`src/rtl/gmii_pkg.sv`:
```
// Shared GMII receive definitions: framing bytes, parser states, default frame geometry.
package gmii_pkg;

  localparam logic [7:0] GMII_PREAMBLE = 8'h55;
  localparam logic [7:0] GMII_SFD      = 8'hd5;

  localparam int unsigned DEF_PRE_MIN = 7;
  localparam int unsigned DEF_HDR_LEN = 12;
  localparam int unsigned DEF_FCS_LEN = 4;
  localparam int unsigned DEF_CNT_W   = 32;

  typedef enum logic [2:0] {
    ST_IDLE,
    ST_PRE,
    ST_HDR,
    ST_PAYLOAD,
    ST_DROP
  } state_t;

  // One stage of the FCS-strip delay line.
  typedef struct packed {
    logic [7:0] data;
    logic       tag;
  } tap_t;

endpackage

```
`src/rtl/gmii_tail_strip.sv`:
```
// Tagged delay line that holds back the last DEPTH bytes of a frame so the FCS never leaves.
module gmii_tail_strip
  import gmii_pkg::*;
#(
  parameter int unsigned DEPTH = DEF_FCS_LEN
) (
  input  logic       clk,
  input  logic       rst_n,
  input  logic [7:0] data,
  input  logic       dv,
  input  logic       push,
  output logic [7:0] tx_data,
  output logic       tx_data_en,
  output logic       emit_c
);

  tap_t line [DEPTH];

  // A byte reaching the oldest stage while a new byte arrives has DEPTH newer bytes behind it.
  assign emit_c = push && line[DEPTH-1].tag;

  always_ff @(posedge clk or negedge rst_n) begin
    if (!rst_n) begin
      tx_data    <= 8'h00;
      tx_data_en <= 1'b0;
      for (int i = 0; i < int'(DEPTH); i++) line[i] <= '0;
    end else begin
      tx_data_en <= emit_c;
      if (emit_c) tx_data <= line[DEPTH-1].data;
      // dv fall: whatever is still held is FCS, drop it.
      if (!dv) begin
        for (int i = 0; i < int'(DEPTH); i++) line[i] <= '0;
      end else if (push) begin
        line[0] <= '{data: data, tag: 1'b1};
        for (int i = 1; i < int'(DEPTH); i++) line[i] <= line[i-1];
      end
    end
  end

endmodule

```
`src/rtl/gmii_payload_extract.sv`:
```
// GMII receive parser: validates preamble/SFD, skips DA+SA, strips FCS and streams payload bytes.
module gmii_payload_extract
  import gmii_pkg::*;
#(
  parameter int unsigned PRE_MIN = DEF_PRE_MIN,
  parameter int unsigned HDR_LEN = DEF_HDR_LEN,
  parameter int unsigned FCS_LEN = DEF_FCS_LEN,
  parameter int unsigned CNT_W   = DEF_CNT_W
) (
  input  logic             I_sys_clk,
  input  logic             I_sys_rst_n,
  input  logic [7:0]       I_gmii_data,
  input  logic             I_gmii_dv,
  output logic [7:0]       O_tx_data,
  output logic             O_tx_data_en,
  output logic             O_pkt_start,
  output logic             O_pkt_end,
  output logic             O_frame_err,
  output logic [CNT_W-1:0] O_frame_cnt
);

  localparam int unsigned HCNT_W = $clog2(HDR_LEN + 1);
  localparam int unsigned BCNT_W = $clog2(FCS_LEN + 2);

  state_t            state;
  logic [3:0]        pcnt;
  logic [HCNT_W-1:0] hcnt;
  logic [BCNT_W-1:0] bcnt;
  logic              started;
  logic              push_c;
  logic              emit_c;

  assign push_c = I_gmii_dv && (state == ST_PAYLOAD);

  gmii_tail_strip #(
    .DEPTH(FCS_LEN)
  ) u_tail (
    .clk       (I_sys_clk),
    .rst_n     (I_sys_rst_n),
    .data      (I_gmii_data),
    .dv        (I_gmii_dv),
    .push      (push_c),
    .tx_data   (O_tx_data),
    .tx_data_en(O_tx_data_en),
    .emit_c    (emit_c)
  );

  always_ff @(posedge I_sys_clk or negedge I_sys_rst_n) begin
    if (!I_sys_rst_n) begin
      state       <= ST_IDLE;
      pcnt        <= 4'd0;
      hcnt        <= '0;
      bcnt        <= '0;
      started     <= 1'b0;
      O_pkt_start <= 1'b0;
      O_pkt_end   <= 1'b0;
      O_frame_err <= 1'b0;
      O_frame_cnt <= '0;
    end else begin
      O_pkt_end   <= 1'b0;
      O_frame_err <= 1'b0;
      O_pkt_start <= emit_c && !started;
      if (emit_c) started <= 1'b1;

      case (state)
        ST_IDLE: begin
          started <= 1'b0;
          if (I_gmii_dv) begin
            if (I_gmii_data == GMII_PREAMBLE) begin
              state <= ST_PRE;
              pcnt  <= 4'd1;
            end else begin
              state <= ST_DROP;
            end
          end
        end
        ST_PRE: begin
          if (!I_gmii_dv) begin
            state <= ST_IDLE;
          end else if (I_gmii_data == GMII_PREAMBLE) begin
            if (pcnt != 4'd15) pcnt <= pcnt + 4'd1;
          end else if (I_gmii_data == GMII_SFD && pcnt >= 4'(PRE_MIN)) begin
            state <= ST_HDR;
            hcnt  <= '0;
          end else begin
            state <= ST_DROP;
          end
        end
        ST_HDR: begin
          if (!I_gmii_dv) begin
            state       <= ST_IDLE;
            O_pkt_end   <= 1'b1;
            O_frame_err <= 1'b1;
          end else if (hcnt == HCNT_W'(HDR_LEN - 1)) begin
            state <= ST_PAYLOAD;
            bcnt  <= '0;
          end else begin
            hcnt <= hcnt + HCNT_W'(1);
          end
        end
        ST_PAYLOAD: begin
          // bcnt saturates once the body is long enough to carry at least one payload byte.
          if (!I_gmii_dv) begin
            state     <= ST_IDLE;
            O_pkt_end <= 1'b1;
            if (bcnt > BCNT_W'(FCS_LEN)) O_frame_cnt <= O_frame_cnt + CNT_W'(1);
            else                         O_frame_err <= 1'b1;
          end else if (bcnt <= BCNT_W'(FCS_LEN)) begin
            bcnt <= bcnt + BCNT_W'(1);
          end
        end
        ST_DROP: begin
          if (!I_gmii_dv) begin
            state       <= ST_IDLE;
            O_pkt_end   <= 1'b1;
            O_frame_err <= 1'b1;
          end
        end
        default: state <= ST_IDLE;
      endcase
    end
  end

endmodule

```
`config.mk`:
```
export PLATFORM = sky130hd
export DESIGN_NAME = gmii_payload_extract
export DESIGN_NICKNAME = d
export VERILOG_FILES = /design/src/rtl/gmii_pkg.sv /design/src/rtl/gmii_tail_strip.sv /design/src/rtl/gmii_payload_extract.sv
export SDC_FILE = /design/constraint.sdc
export NUM_CORES = 1
export LEC_CHECK = 0
export ABC_AREA = 1
export CAP_MARGIN = 20
export CORE_UTILIZATION = 45
export CTS_BUF_LIST = sky130_fd_sc_hd__clkbuf_8
export CTS_CLUSTER_SIZE = 14
export DETAILED_ROUTE_END_ITERATION = 10
export GPL_TIMING_DRIVEN = 0
export PLACE_DENSITY = 0.73
export SLEW_MARGIN = 30
export SYNTH_ARGS = -nofsm -noshare
export SYNTH_HDL_FRONTEND = slang
export SYNTH_SLANG_ARGS = --single-unit
```
`constraint.sdc`:
```
create_clock -name I_sys_clk -period 1.8 [get_ports I_sys_clk]
set_input_delay 0.36 -clock I_sys_clk [delete_from_list [all_inputs] [get_ports I_sys_clk]]
set_output_delay 0.36 -clock I_sys_clk [all_outputs]
set_load 0.05 [all_outputs]
```
Yosys cells after proc, flatten, opt, wreduce, memory -nomap -nowiden. Cells that the tools add are included.

Flip-flop bits (word level): 95. Input bits: 11. Output and inout port bits: 44. Word-level logic and storage cells: 104.

Bitwise operators: 1. Multiplexer cells: 35. Eq/ne operators: 24. Magnitude comparators: 3. Add/sub/neg operators: 4. Reduce and logical (&&, ||, !) cells: 18.

Operators with widths (number): $mux 36 (2); $mux 4 (10); $mux 3 (12); $add 32x1->32 const B (1); $ne 2x2->1 const B (12); $pmux 4 s2 (2); $pmux 3 s4 (1); $reduce_and 6->1 (2); $add 4x1->4 const B (2); $eq 8x7->1 const B (1); $eq 8x8->1 const B (1); $reduce_bool 2->1 (4); $eq 3x2->1 const B (2); $mux 1 (6); $ne 3x3->1 const B (2); $pmux 3 s2 (1); $reduce_and 5->1 (1); $eq 4x4->1 const B (1); $ge 4x3->1 const B (1); $logic_and 1x1->1 (4); $ne 2x1->1 const B (2); $ne 4x4->1 const B (1); $reduce_and 4->1 (1); $reduce_or 2->1 (2); 11 further kinds (11).

Logic depth before layout (Yosys ltp). Gate-level depths: netlist (run 1).

Depth after elaboration: 6. Depth in mapped cells: 10. Mapped depth without buffers: 10.

By module. From an unflattened synthesis (run 1), not the netlist that was laid out.

Cells, all modules: 619. Area, all modules: 5022.3 µm².

By module, submodules not included: gmii_payload_extract (area an instance 3005.4 µm², cells an instance 424, times used 1); gmii_tail_strip (area an instance 2016.9 µm², cells an instance 195, times used 1).

Worst setup path before layout (run 1). OpenSTA, ideal clock, no wires.

Path type: flip-flop to flip-flop. Start: register O_frame_cnt[1]. End: register O_frame_cnt[18]. Setup time: 114 ps. Data required time: 1686 ps. Path slack: -60 ps. Stages on the path, launching flop included: 9. Arrival: 1747 ps. Path buffers: 0. Cells stage by stage: dfrtp_1 ha_1 inv_1 nor2_1 nand2_1 nor3_4 nand3_1 nand2_1 inv_1.

Cells in the longest elaborated chain, start to end: 1.

Ends and longest elaborated chain: start: declaration (line gmii_payload_extract.sv:19) `output logic [CNT_W-1:0] O_frame_cnt`; start signal: assignment (line gmii_payload_extract.sv:106) `if (bcnt > BCNT_W'(FCS_LEN)) O_frame_cnt <= O_frame_cnt + CNT_W'(1);`; $add 32x1->32 (line gmii_payload_extract.sv:106).

Every way passes these cells. A chain may end at the register's enable or synchronous reset.

Worst setup path in the final report (run 1).
Start: register O_frame_cnt[17]. End: output O_frame_cnt[17].

No word-level cell between the ends.

==> flow_results.xml, run 1 <==
<?xml version="1.0" encoding="UTF-8"?>
<metrics>
  <group name="worst_setup_path">
    <metric name="worst-r2r-cell-count" unit="">9</metric>
    <metric name="cp.required" unit="ns">1.44</metric>
    <metric name="setup.reg_to_reg.worst_slack" unit="ns">0.10</metric>
    <metric name="cp-startpoint" unit="">O_frame_cnt[17]$_DFFE_PN0P_</metric>
    <metric name="cp_max_fo" unit="">5</metric>
    <metric name="crit_path_end" unit="">O_frame_cnt[17]</metric>
    <metric name="slowest_stage" unit="">dlygate4sd2_1</metric>
    <metric name="crit_path_cell_chain" unit="">dlygate4sd2_1</metric>
    <metric name="path_delay_family" unit="">buffers and inverters</metric>
    <metric name="worstSetupEndpointType" unit="">primary output</metric>
    <metric name="cp.buffers_inverters" unit="">1</metric>
    <metric name="critical_path.reg2reg.endpoint" unit="">O_frame_cnt[4]$_DFFE_PN0P_</metric>
    <metric name="crit_arrival" unit="ns">1.40</metric>
    <metric name="worstSetupStartpointType" unit="">flop</metric>
    <metric name="timing.setup.critical_path_class" unit="">reg2out</metric>
    <metric name="cp_num_cells" unit="">1</metric>
    <metric name="cp_slowest_stage_delay" unit="ns">0.56</metric>
    <metric name="worst_r2r_startpoint" unit="">bcnt[0]$_DFFE_PN0P_</metric>
  </group>
  <group name="placement">
    <metric name="io_buffer_count" unit="">53</metric>
    <metric name="globalplace.congestion" unit="">0.866</metric>
    <metric name="dp_cells" unit="">767</metric>
    <metric name="place.detailed.hpwl" unit="um">7280</metric>
  </group>
  <group name="die">
    <metric name="core" unit="sq mm">0.00986</metric>
    <metric name="initial_utilization" unit="%">47.1</metric>
    <metric name="dieArea" unit="sq mm">0.0107</metric>
    <metric name="die_y" unit="um">104</metric>
    <metric name="placementRows" unit="">36</metric>
    <metric name="boundaryPins" unit="">55</metric>
    <metric name="floorplan.die.width" unit="um">104</metric>
  </group>
  <group name="sta">
    <metric name="slew-limit-headroom" unit="%">66.5</metric>
    <metric name="finalCritPeriodShare" unit="%">97.9</metric>
    <metric name="worst_hold_slack" unit="ns">0.276</metric>
    <metric name="fin_skew" unit="ns">0.0120</metric>
    <metric name="fin_max_slew_vios" unit="">0</metric>
    <metric name="timing_hold_violations_final" unit="">0</metric>
    <metric name="worst_pin_slew" unit="ns">0.505</metric>
    <metric name="grt_setup_unrepaired" unit="">true</metric>
    <metric name="max_freq" unit="GHz">0.568</metric>
    <metric name="final_period_minus_worst_setup_slack" unit="ns">1.76</metric>
    <metric name="finalSetupViolations" unit="">0</metric>
  </group>
  <group name="global_routing">
    <metric name="grt_antenna_before_repair" unit="">0</metric>
    <metric name="grtUsageTotal" unit="%">20.2</metric>
    <metric name="first_pass_grt_wire_length" unit="um">17600</metric>
    <metric name="first_global_vias" unit="">3816</metric>
    <metric name="grt_max_degree" unit="">62</metric>
    <metric name="globalRouteOverflowTotal" unit="">0</metric>
  </group>
  <group name="cells_and_area">
    <metric name="syn2layout_area_growth" unit="%">21.3</metric>
    <metric name="antenna-diode-count" unit="">0</metric>
    <metric name="design.final.nets" unit="">666</metric>
    <metric name="final_cell_count_no_fill" unit="">788</metric>
    <metric name="fillers" unit="">889</metric>
    <metric name="fraction_of_final_layout_cells_sized_beyond_drive_strength_1" unit="%">7.63</metric>
  </group>
  <group name="route">
    <metric name="drtAntennaViolNets" unit="">0</metric>
    <metric name="drt_drc_violations_left" unit="">0</metric>
    <metric name="detail_route.vias_per_cell" unit="">5.03</metric>
    <metric name="route.detailed.wl_per_inst" unit="um">12.9</metric>
    <metric name="vias" unit="">3964</metric>
    <metric name="drt_wl_total" unit="um">10200</metric>
    <metric name="detailedRoute.firstIterationViolations" unit="">165</metric>
    <metric name="drt_first_pass_iters" unit="">5</metric>
  </group>
  <group name="flow_run">
    <metric name="maxCapViolCount" unit="">0</metric>
  </group>
  <group name="synthesis">
    <metric name="synth_common_cells" unit="">nand2_1 (169), dfrtp_1 (95), inv_1 (95)</metric>
    <metric name="postSynth.asyncResetShare" unit="%">100</metric>
    <metric name="synth.area.top_cells" unit="">dfrtp_1 (51%), nand2_1 (14%), inv_1 (7.7%), nor2_1 (5.3%), o22ai_1 (4.3%)</metric>
    <metric name="synth_cell_types" unit="">29</metric>
    <metric name="synth.ff_latch_count" unit="">95</metric>
    <metric name="syn-instance-count" unit="">580</metric>
    <metric name="synthesis.area_per_instance" unit="sq um">8.00</metric>
    <metric name="synth.top_cell.area_share" unit="%">51.2</metric>
    <metric name="synthesis.yosys.warnings" unit="">0</metric>
    <metric name="synth.largest_area_cell" unit="">dfrtp_1</metric>
    <metric name="post-synth-top-count-cell" unit="">nand2_1</metric>
    <metric name="synth_area" unit="sq mm">0.00464</metric>
    <metric name="count_of_flip_flops_with_a_built_in_enable_after_synthesis" unit="">0</metric>
    <metric name="ys_dominant_reg_cell" unit="">dfrtp_1</metric>
    <metric name="synth_fp_nets" unit="">596</metric>
    <metric name="synth_seq_area_share" unit="%">51.2</metric>
  </group>
  <group name="clock_network">
    <metric name="cts_sinks" unit="">95</metric>
    <metric name="latest_clock_arrival_within_the_worst_skew_pair" unit="ns">0.38</metric>
    <metric name="cts.path.max_buffers" unit="">2</metric>
    <metric name="clkSlewWorstSetupHoldPaths" unit="ns">0.10</metric>
    <metric name="htreeDepth" unit="">3</metric>
    <metric name="cts.root.buffer_cell" unit="">clkbuf_8</metric>
    <metric name="tritoncts" unit="">done</metric>
    <metric name="cts-buffers-inserted" unit="">9</metric>
  </group>
  <group name="status">
    <metric name="result_of_the_run" unit="">finished clean</metric>
  </group>
  <group name="power_and_ir_drop">
    <metric name="cellLeakagePower" unit="nW">2.74</metric>
    <metric name="worst_ir_drop_vdd" unit="V">0.000502</metric>
    <metric name="p_per_area" unit="mW/mm^2">750</metric>
  </group>
  <group name="worst_hold_path">
    <metric name="min_path_type" unit="">in2reg</metric>
    <metric name="worstHoldPathCells" unit="">2</metric>
  </group>
</metrics>
==> sequential cells by signal (all words and copies together), names as in the netlist <==
name               count
u_tail.line           36
O_pkt_start            1
hcnt                   4
pcnt                   4
u_tail.tx_data_en      1
O_pkt_end              1
u_tail.tx_data         8
O_frame_cnt           32
bcnt                   3
state                  3
started                1
O_frame_err            1
==> layout by cell type (no fill, tap or decap), types with 2 or more instances in the layout <==
cell / instances
dfrtp_2: 4
bufinv_16: 2
clkdlybuf4s15_1: 2
nor3_4: 2
xnor2_1: 6
nand3_1: 18
a21oi_1: 6
clkdlybuf4s50_1: 8
nor2_4: 5
nor2_1: 62
clkbuf_1: 4
buf_2: 5
dfrtp_1: 91
nand4_1: 13
inv_6: 2
nand2_2: 4
and2_1: 5
o21ai_1: 2
buf_4: 4
nand2_1: 168
o22ai_1: 32
o21bai_1: 4
nand3b_1: 5
inv_1: 95
o21ai_0: 22
clkbuf_8: 10
dlygate4sd2_1: 42
ha_1: 4
nor3_2: 3
buf_6: 2
xor2_1: 10
==> final cells by class <==
type                            instances  area [sq um]  area share [%]
Inverter                               96           360            6.40
Tap cell                              133           166            2.95
Clock inverter                          6          96.3            1.71
Buffer                                 10          51.3           0.911
Timing Repair Buffer                   59           547            9.71
Clock buffer                           10           138            2.44
Sequential cell                        95          2380            42.3
Multi-Input combinational cell        379          1890            33.6
==> cell families after synthesis <==
logic type | count (synthesis) | synth area share (%)
AOI/OAI and AO/OA | 68 | 8.49
and+or+nand+nor | 290 | 27.1
xor gates and xnor gates | 16 | 3.02
adders and majority gates | 5 | 1.35
DFF | 95 | 51.2
buffers and inverters | 106 | 8.87
==> power by group <==
part | internal, mW | switching (mW)
Sequential | 2.17 | 0.0414
Clock | 0.840 | 0.811
Combinational | 0.112 | 0.251
==> worst register-to-register path: cells and delay by family (launching register included) <==
| kind | cells | cell delay (ns) |
|---|---|---|
| fa+ha+maj | 1 | 0.21 |
| flops | 1 | 0.37 |
| compound gates | 1 | 0.13 |
| simple gates | 4 | 0.51 |
| buf+inv | 3 | 0.42 |
==> layer usage <==
metal	wire, um	GRT usage [%]	vias to the layer above
li1	-	-	1961
met1	4690	26.7	1916
met2	4940	32.5	74
met3	395	4.47	13
met4	146	7.76	0
met5	0	0	-
==> stage by stage <==
stage	cell area [sq um]	TNS, ns	setup slack, ns	util, %	power (mW)
global route	5630	-0.0268	-0.0102	57.1	4.39
finish	5630	0	0.0384	57.1	4.22
global placement	5340	-295.72	-3.46	54.1	2.60
detailed placement	5370	-0.157	-0.0422	54.4	2.62
floorplan	4640	0	0.0943	-	2.46
CTS	5560	0	0.0236	56.4	4.24
==> worst min path at each step <==
stage                         from                             to
3_5_place_dp           I_sys_rst_n  u_tail.tx_data[6]$_DFFE_PN0P_
2_1_floorplan          I_sys_rst_n     O_frame_cnt[0]$_DFFE_PN0P_
6_report                 I_gmii_dv            O_pkt_end$_DFF_PN0_
5_1_grt                  I_gmii_dv          O_frame_err$_DFF_PN0_
3_3_place_gp   started$_DFFE_PN0P_          O_pkt_start$_DFF_PN0_
4_1_cts                  I_gmii_dv            O_pkt_end$_DFF_PN0_
==> what timing repair did <==
action / in CTS / in global routing
endpoints found under the setup margin: 46 / 27
pin swaps: 0 / 3
hold buffers: 1 / 0
buffers inserted: 0 / 4
hold endpoints to repair: 34 / 0
gates resized for setup: 45 / 13
Power figures use the tool's default switching activity.
==> run 2, diff against run 1 <==
SETUP_SLACK_MARGIN = 0.3   (was unset)
==> flow_results.xml, run 2 (synthesized netlist as in run 1, its figures left out) <==
<?xml version="1.0" encoding="UTF-8"?>
<metrics>
  <group name="status">
    <metric name="result_of_the_run" unit="">finished clean</metric>
  </group>
  <group name="worst_setup_path">
    <metric name="crit_path_cell_chain" unit="">inv_2 -&gt; ha_4 -&gt; nor2_4 -&gt; nand3_4 -&gt; buf_4 -&gt; nor3_4 -&gt; nand3_1 -&gt; nand2_1 -&gt; inv_1</metric>
    <metric name="cp.required" unit="ns">2.07</metric>
    <metric name="worst-r2r-cell-count" unit="">9</metric>
    <metric name="setup.reg_to_reg.worst_slack" unit="ns">0.20</metric>
    <metric name="cp_max_fo" unit="">8</metric>
    <metric name="worstSetupEndpointType" unit="">flop</metric>
    <metric name="cp-startpoint" unit="">bcnt[1]$_DFFE_PN0P_</metric>
    <metric name="timing.setup.critical_path_class" unit="">reg2reg</metric>
    <metric name="critical_path.reg2reg.endpoint" unit="">O_frame_cnt[17]$_DFFE_PN0P_</metric>
    <metric name="worst_r2r_startpoint" unit="">bcnt[1]$_DFFE_PN0P_</metric>
    <metric name="worstSetupStartpointType" unit="">flop</metric>
    <metric name="crit_arrival" unit="ns">1.87</metric>
    <metric name="cp_slowest_stage_delay" unit="ns">0.38</metric>
    <metric name="slowest_stage" unit="">dfrtp_1</metric>
  </group>
  <group name="clock_network">
    <metric name="clkSlewWorstSetupHoldPaths" unit="ns">0.10</metric>
    <metric name="tritoncts" unit="">done</metric>
    <metric name="cts.root.buffer_cell" unit="">clkbuf_8</metric>
    <metric name="cts_sinks" unit="">95</metric>
    <metric name="cts.path.max_buffers" unit="">2</metric>
    <metric name="latest_clock_arrival_within_the_worst_skew_pair" unit="ns">0.37</metric>
    <metric name="htreeDepth" unit="">3</metric>
    <metric name="cts-buffers-inserted" unit="">9</metric>
  </group>
  <group name="cells_and_area">
    <metric name="post-route-cell-area" unit="sq mm">0.00577</metric>
    <metric name="regMostFlops" unit="">u_tail.line</metric>
    <metric name="number_of_flip_flops_in_the_largest_register" unit="">36</metric>
    <metric name="fillers" unit="">823</metric>
    <metric name="antenna-diode-count" unit="">0</metric>
    <metric name="layout_commonest_cell" unit="">nand2_1</metric>
    <metric name="syn2layout_area_growth" unit="%">24.4</metric>
    <metric name="regs_by_ff_count" unit="">u_tail.line: 36 flops, O_frame_cnt: 32 flops, u_tail.tx_data: 8 flops</metric>
    <metric name="mostFrequentLayoutCells" unit="">nand2_1 (165), inv_1 (90), dfrtp_1 (67), nor2_1 (52), buf_2 (33)</metric>
    <metric name="fraction_of_final_layout_cells_sized_beyond_drive_strength_1" unit="%">24.5</metric>
    <metric name="core_util_final" unit="%">58.5</metric>
    <metric name="design.final.nets" unit="">681</metric>
  </group>
  <group name="placement">
    <metric name="place.detailed.hpwl" unit="um">7380</metric>
    <metric name="globalplace.congestion" unit="">0.887</metric>
    <metric name="detailed_place.area" unit="sq mm">0.00542</metric>
    <metric name="io_buffer_count" unit="">53</metric>
  </group>
  <group name="die">
    <metric name="boundaryPins" unit="">55</metric>
    <metric name="dieArea" unit="sq mm">0.0107</metric>
    <metric name="initial_utilization" unit="%">47.1</metric>
    <metric name="placementRows" unit="">36</metric>
    <metric name="die_y" unit="um">104</metric>
    <metric name="floorplan.die.width" unit="um">104</metric>
    <metric name="core" unit="sq mm">0.00986</metric>
  </group>
  <group name="sta">
    <metric name="final_period_minus_worst_setup_slack" unit="ns">1.60</metric>
    <metric name="finalSetupViolations" unit="">0</metric>
    <metric name="fin_max_slew_vios" unit="">0</metric>
    <metric name="timing_hold_violations_final" unit="">0</metric>
    <metric name="grt_setup_unrepaired" unit="">true</metric>
    <metric name="fin_skew" unit="ns">0.0113</metric>
    <metric name="slew-limit-headroom" unit="%">75.8</metric>
    <metric name="max_freq" unit="GHz">0.625</metric>
    <metric name="finalCritPeriodShare" unit="%">88.8</metric>
    <metric name="worst_pin_slew" unit="ns">0.363</metric>
  </group>
  <group name="global_routing">
    <metric name="first_global_vias" unit="">3967</metric>
    <metric name="grtUsageTotal" unit="%">20.3</metric>
    <metric name="globalRouteOverflowTotal" unit="">0</metric>
    <metric name="first_pass_grt_wire_length" unit="um">17700</metric>
    <metric name="grt_antenna_before_repair" unit="">0</metric>
    <metric name="grt_max_degree" unit="">60</metric>
  </group>
  <group name="route">
    <metric name="vias" unit="">4054</metric>
    <metric name="drt_drc_violations_left" unit="">0</metric>
    <metric name="drt_first_pass_iters" unit="">4</metric>
    <metric name="drtAntennaViolNets" unit="">0</metric>
    <metric name="detailedRoute.firstIterationViolations" unit="">163</metric>
    <metric name="route.detailed.wl_per_inst" unit="um">12.9</metric>
    <metric name="drt_wl_total" unit="um">10300</metric>
    <metric name="detail_route.vias_per_cell" unit="">5.05</metric>
  </group>
  <group name="power_and_ir_drop">
    <metric name="power" unit="mW">4.00</metric>
    <metric name="cellLeakagePower" unit="nW">2.70</metric>
    <metric name="p_per_area" unit="mW/mm^2">692</metric>
    <metric name="worst_ir_drop_vdd" unit="V">0.000299</metric>
  </group>
  <group name="worst_hold_path">
    <metric name="hold_end" unit="">O_pkt_end$_DFF_PN0_</metric>
    <metric name="hold_path.startpoint" unit="">I_gmii_dv</metric>
    <metric name="worstHoldPathCells" unit="">2</metric>
    <metric name="min_path_type" unit="">in2reg</metric>
  </group>
  <group name="flow_run">
    <metric name="maxCapViolCount" unit="">0</metric>
  </group>
</metrics>
-- run 2: cell count changes in the layout (fill, tap and decap cells not counted), sizes merged --
cell,previous run,this run
buf,12,58
dlygate4sd2,42,0
clkbuf,14,20
clkdlybuf4s15,2,6
bufinv,2,0
clkinv,1,3
clkinvlp,1,2
-- run 2: timing repair --
item                       4_1_cts  5_1_grt
pin swaps                       13       11
resized for setup              222       51
hold endpoints to repair        36        0
buffers inserted                16        3
setup endpoints to repair      117       98
hold buffers                     1        0
-- run 2: worst max-delay path by stage --
| stage | to | slack, ns |
|---|---|---|
| finish | O_frame_cnt[17]$_DFFE_PN0P_ | 0.20 |
| global route | O_frame_cnt[21]$_DFFE_PN0P_ | 0.06 |
| CTS | O_frame_cnt[28] | 0.19 |
| detailed placement | pcnt[3]$_DFFE_PN0P_ | -0.08 |
| global placement | O_frame_cnt[0]$_DFFE_PN0P_ | -3.40 |
| floorplan | O_frame_cnt[18]$_DFFE_PN0P_ | 0.28 |
-- run 2: per-layer routing --
| layer | part of all wire [%] | track usage, % | wire length [um] | vias to the layer above |
|---|---|---|---|---|
| li1 | - | - | - | 1997 |
| met1 | 45 | 26.0 | 4680 | 1949 |
| met2 | 49 | 35.1 | 5080 | 96 |
| met3 | 4.0 | 2.96 | 416 | 12 |
| met4 | 1.4 | 6.73 | 143 | 0 |
| met5 | 0 | 0 | 0 | - |
-- run 2: critical path: cells and delay by family (launching register included) --
family | cells | cell delay [ns]
AND/OR/NAND/NOR | 5 | 0.66
adder cells (fa/ha/maj) | 1 | 0.16
buffers and inverters | 3 | 0.29
flip-flops | 1 | 0.38
-- run 2: per-stage QoR --
| stage | instances | setup WS, ns | setup TNS (ns) | hold WS (ns) |
|---|---|---|---|---|
| 2_1_floorplan | 580 | 0.284 | 0 | 0.0644 |
| 3_3_place_gp | 766 | -3.40 | -297.81 | 0.444 |
| 3_5_place_dp | 767 | -0.0821 | -0.264 | 0.286 |
| 4_1_cts | 800 | 0.188 | 0 | 0.286 |
| 5_1_grt | 803 | 0.0628 | 0 | 0.315 |
| 6_report | 803 | 0.201 | 0 | 0.295 |
-- run 2: layout make-up --
| class | instances | area, sq um | share of cell area (%) |
|---|---|---|---|
| Timing Repair Buffer | 74 | 554 | 9.60 |
| Clock inverter | 7 | 72.6 | 1.26 |
| Multi-Input combinational cell | 379 | 2010 | 34.9 |
| Clock buffer | 9 | 124 | 2.15 |
| Inverter | 96 | 364 | 6.31 |
| Sequential cell | 95 | 2410 | 41.8 |
| Tap cell | 133 | 166 | 2.88 |
| Buffer | 10 | 66.3 | 1.15 |
-- run 2: power by group --
group	switching [mW]	internal, mW
Clock	0.847	0.546
Sequential	0.0423	2.17
Combinational	0.254	0.136
==> run 3, diff against run 2 <==
clock period = 2.05 ns   (was 1.8 ns; I/O delays follow)
==> flow_results.xml, run 3 (synthesized netlist as in run 1, its figures left out) <==
<?xml version="1.0" encoding="UTF-8"?>
<metrics>
  <group name="status">
    <metric name="result_of_the_run" unit="">finished clean</metric>
  </group>
  <group name="global_routing">
    <metric name="grt_max_degree" unit="">62</metric>
    <metric name="globalRouteOverflowTotal" unit="">0</metric>
    <metric name="first_global_vias" unit="">3860</metric>
    <metric name="first_pass_grt_wire_length" unit="um">17700</metric>
    <metric name="grtUsageTotal" unit="%">20.4</metric>
    <metric name="grt_antenna_before_repair" unit="">0</metric>
  </group>
  <group name="die">
    <metric name="floorplan.die.width" unit="um">104</metric>
    <metric name="initial_utilization" unit="%">47.1</metric>
    <metric name="die_y" unit="um">104</metric>
    <metric name="dieArea" unit="sq mm">0.0107</metric>
    <metric name="placementRows" unit="">36</metric>
    <metric name="core" unit="sq mm">0.00986</metric>
    <metric name="boundaryPins" unit="">55</metric>
  </group>
  <group name="power_and_ir_drop">
    <metric name="sequentialPowerShare" unit="%">52.3</metric>
    <metric name="proportion_of_power_drawn_by_combinational_gates" unit="%">8.7</metric>
    <metric name="power_switching" unit="mW">0.972</metric>
    <metric name="power_switching_share" unit="%">26.2</metric>
    <metric name="p_per_area" unit="mW/mm^2">658</metric>
    <metric name="power.share.clock" unit="%">39.0</metric>
    <metric name="p_int" unit="mW">2.74</metric>
    <metric name="power" unit="mW">3.72</metric>
    <metric name="cellLeakagePower" unit="nW">2.69</metric>
    <metric name="worst_ir_drop_vdd" unit="V">0.000441</metric>
  </group>
  <group name="sta">
    <metric name="slew-limit-headroom" unit="%">66.5</metric>
    <metric name="timing.final.ws_setup" unit="ns">0.341</metric>
    <metric name="finalSetupTns" unit="ns">0</metric>
    <metric name="finalCritPeriodShare" unit="%">83.4</metric>
    <metric name="worst_pin_slew" unit="ns">0.505</metric>
    <metric name="finalSetupViolations" unit="">0</metric>
    <metric name="final_period_minus_worst_setup_slack" unit="ns">1.71</metric>
    <metric name="fin_max_slew_vios" unit="">0</metric>
    <metric name="fin_skew" unit="ns">0.0120</metric>
    <metric name="max_freq" unit="GHz">0.585</metric>
    <metric name="grt_setup_unrepaired" unit="">true</metric>
    <metric name="timing_hold_violations_final" unit="">0</metric>
  </group>
  <group name="cells_and_area">
    <metric name="final_cell_count_no_fill" unit="">790</metric>
    <metric name="number_of_flip_flops_in_the_largest_register" unit="">36</metric>
    <metric name="antenna-diode-count" unit="">0</metric>
    <metric name="fraction_of_final_layout_cells_sized_beyond_drive_strength_1" unit="%">13.2</metric>
    <metric name="syn2layout_area_growth" unit="%">21.7</metric>
    <metric name="layout_commonest_cell" unit="">nand2_1</metric>
    <metric name="post-route-cell-area" unit="sq mm">0.00565</metric>
    <metric name="regMostFlops" unit="">u_tail.line</metric>
    <metric name="regs_by_ff_count" unit="">u_tail.line: 36 flops, O_frame_cnt: 32 flops, u_tail.tx_data: 8 flops</metric>
    <metric name="mostFrequentLayoutCells" unit="">nand2_1 (167), inv_1 (95), dfrtp_1 (90), nor2_1 (60), o22ai_1 (32)</metric>
    <metric name="design.final.nets" unit="">668</metric>
  </group>
  <group name="worst_setup_path">
    <metric name="setup.reg_to_reg.worst_slack" unit="ns">0.40</metric>
    <metric name="worstSetupStartpointType" unit="">flop</metric>
    <metric name="cp.required" unit="ns">1.64</metric>
    <metric name="worst_r2r_startpoint" unit="">bcnt[0]$_DFFE_PN0P_</metric>
    <metric name="slowest_stage" unit="">clkdlybuf4s15_1</metric>
    <metric name="worst-r2r-cell-count" unit="">8</metric>
    <metric name="cp_max_fo" unit="">4</metric>
    <metric name="critical_path.reg2reg.endpoint" unit="">O_frame_cnt[21]$_DFFE_PN0P_</metric>
    <metric name="path_delay_family" unit="">buffers and inverters</metric>
    <metric name="cp_num_cells" unit="">1</metric>
    <metric name="timing.setup.critical_path_class" unit="">reg2out</metric>
    <metric name="worstSetupEndpointType" unit="">primary output</metric>
    <metric name="crit_arrival" unit="ns">1.30</metric>
    <metric name="cp_slowest_stage_delay" unit="ns">0.53</metric>
    <metric name="crit_path_cell_chain" unit="">clkdlybuf4s15_1</metric>
    <metric name="cp.buffers_inverters" unit="">1</metric>
  </group>
  <group name="placement">
    <metric name="globalplace.congestion" unit="">0.866</metric>
    <metric name="detailed_place.area" unit="sq mm">0.00537</metric>
    <metric name="dpl_worst_slack" unit="ns">0.158</metric>
    <metric name="io_buffer_count" unit="">53</metric>
    <metric name="dp_cells" unit="">767</metric>
    <metric name="place.detailed.hpwl" unit="um">7280</metric>
  </group>
  <group name="route">
    <metric name="drt_wl_total" unit="um">10300</metric>
    <metric name="drt_first_pass_iters" unit="">5</metric>
    <metric name="route.detailed.wl_per_inst" unit="um">13.1</metric>
    <metric name="detailedRoute.firstIterationViolations" unit="">189</metric>
    <metric name="detail_route.vias_per_cell" unit="">5.02</metric>
    <metric name="drt_drc_violations_left" unit="">0</metric>
    <metric name="drtAntennaViolNets" unit="">0</metric>
    <metric name="vias" unit="">3966</metric>
  </group>
  <group name="clock_network">
    <metric name="cts_sinks" unit="">95</metric>
    <metric name="latest_clock_arrival_within_the_worst_skew_pair" unit="ns">0.38</metric>
    <metric name="cts.path.max_buffers" unit="">2</metric>
    <metric name="htreeDepth" unit="">3</metric>
    <metric name="cts.root.buffer_cell" unit="">clkbuf_8</metric>
    <metric name="cts-buffers-inserted" unit="">9</metric>
    <metric name="clkSlewWorstSetupHoldPaths" unit="ns">0.10</metric>
    <metric name="tritoncts" unit="">done</metric>
  </group>
  <group name="worst_hold_path">
    <metric name="worstHoldPathCells" unit="">2</metric>
    <metric name="min_path_type" unit="">in2reg</metric>
    <metric name="hold_end" unit="">O_pkt_end$_DFF_PN0_</metric>
    <metric name="hold_path.startpoint" unit="">I_gmii_dv</metric>
  </group>
  <group name="flow_run">
    <metric name="maxCapViolCount" unit="">0</metric>
  </group>
</metrics>
-- run 3: cell count changes in the layout (fill, tap and decap cells not counted), moves of 5 or more --
cell | before | now
clkbuf_4 | 8 | 0
nor2_2 | 9 | 4
clkdlybuf4s15_2 | 6 | 13
clkbuf_2 | 3 | 17
inv_1 | 90 | 95
dfrtp_1 | 67 | 90
buf_4 | 20 | 6
buf_2 | 33 | 5
dlygate4sd2_1 | 0 | 14
dfrtp_2 | 28 | 5
nor2_1 | 52 | 60
-- run 3: per-stage QoR --
step | hold WS (ns) | util, %
5_1_grt | 0.332 | 57.3
4_1_cts | 0.319 | 57.2
6_report | 0.327 | 57.3
3_5_place_dp | 0.321 | 54.4
2_1_floorplan | 0.114 | -
3_3_place_gp | 0.408 | 54.1
-- run 3: worst max path at each step --
stage                                  end                        from  slack (ns)
2_1_floorplan  O_frame_cnt[16]$_DFFE_PN0P_  O_frame_cnt[8]$_DFFE_PN0P_        0.34
3_5_place_dp           pcnt[1]$_DFFE_PN0P_              I_gmii_data[0]        0.16
6_report                    O_frame_cnt[2]  O_frame_cnt[2]$_DFFE_PN0P_        0.34
4_1_cts                     O_frame_cnt[9]  O_frame_cnt[9]$_DFFE_PN0P_        0.22
5_1_grt        O_frame_cnt[20]$_DFFE_PN0P_         bcnt[0]$_DFFE_PN0P_        0.26
3_3_place_gp    O_frame_cnt[0]$_DFFE_PN0P_                 I_sys_rst_n       -3.26
-- run 3: final cells by class --
| cell class | count | area, sq um |
|---|---|---|
| flip-flops and latches | 95 | 2380 |
| plain buffers | 10 | 53.8 |
| clock buffers | 10 | 138 |
| clock inverters | 6 | 96.3 |
| repair buffers | 61 | 538 |
| multi-input cells | 379 | 1910 |
| well taps | 133 | 166 |
| fillers | 875 | 4220 |
| inverters | 96 | 360 |
-- run 3: timing repair --
item	in CTS	in global routing
setup endpoints to repair	54	77
setup buffers	4	2
hold endpoints to repair	34	0
gates resized for setup	83	41
pin swaps	2	4
hold buffers	1	0
-- run 3: power groups by stage --
| stage | Clock (mW) | Sequential (mW) | Combinational, mW |
|---|---|---|---|
| global route | 1.54 | 1.95 | 0.368 |
| floorplan | 0 | 2.01 | 0.157 |
| finish | 1.45 | 1.94 | 0.324 |
| global placement | 0 | 1.97 | 0.308 |
| CTS | 1.47 | 1.94 | 0.317 |
| detailed placement | 0 | 1.98 | 0.321 |
-- run 3: metal layers --
layer / wire length [um] / part of all wire, % / GRT usage (%)
met1: 4780 / 46 / 26.7
met3: 365 / 3.5 / 4.47
met5: 0 / 0 / 0
met4: 160 / 1.5 / 8.18
met2: 5030 / 49 / 32.9
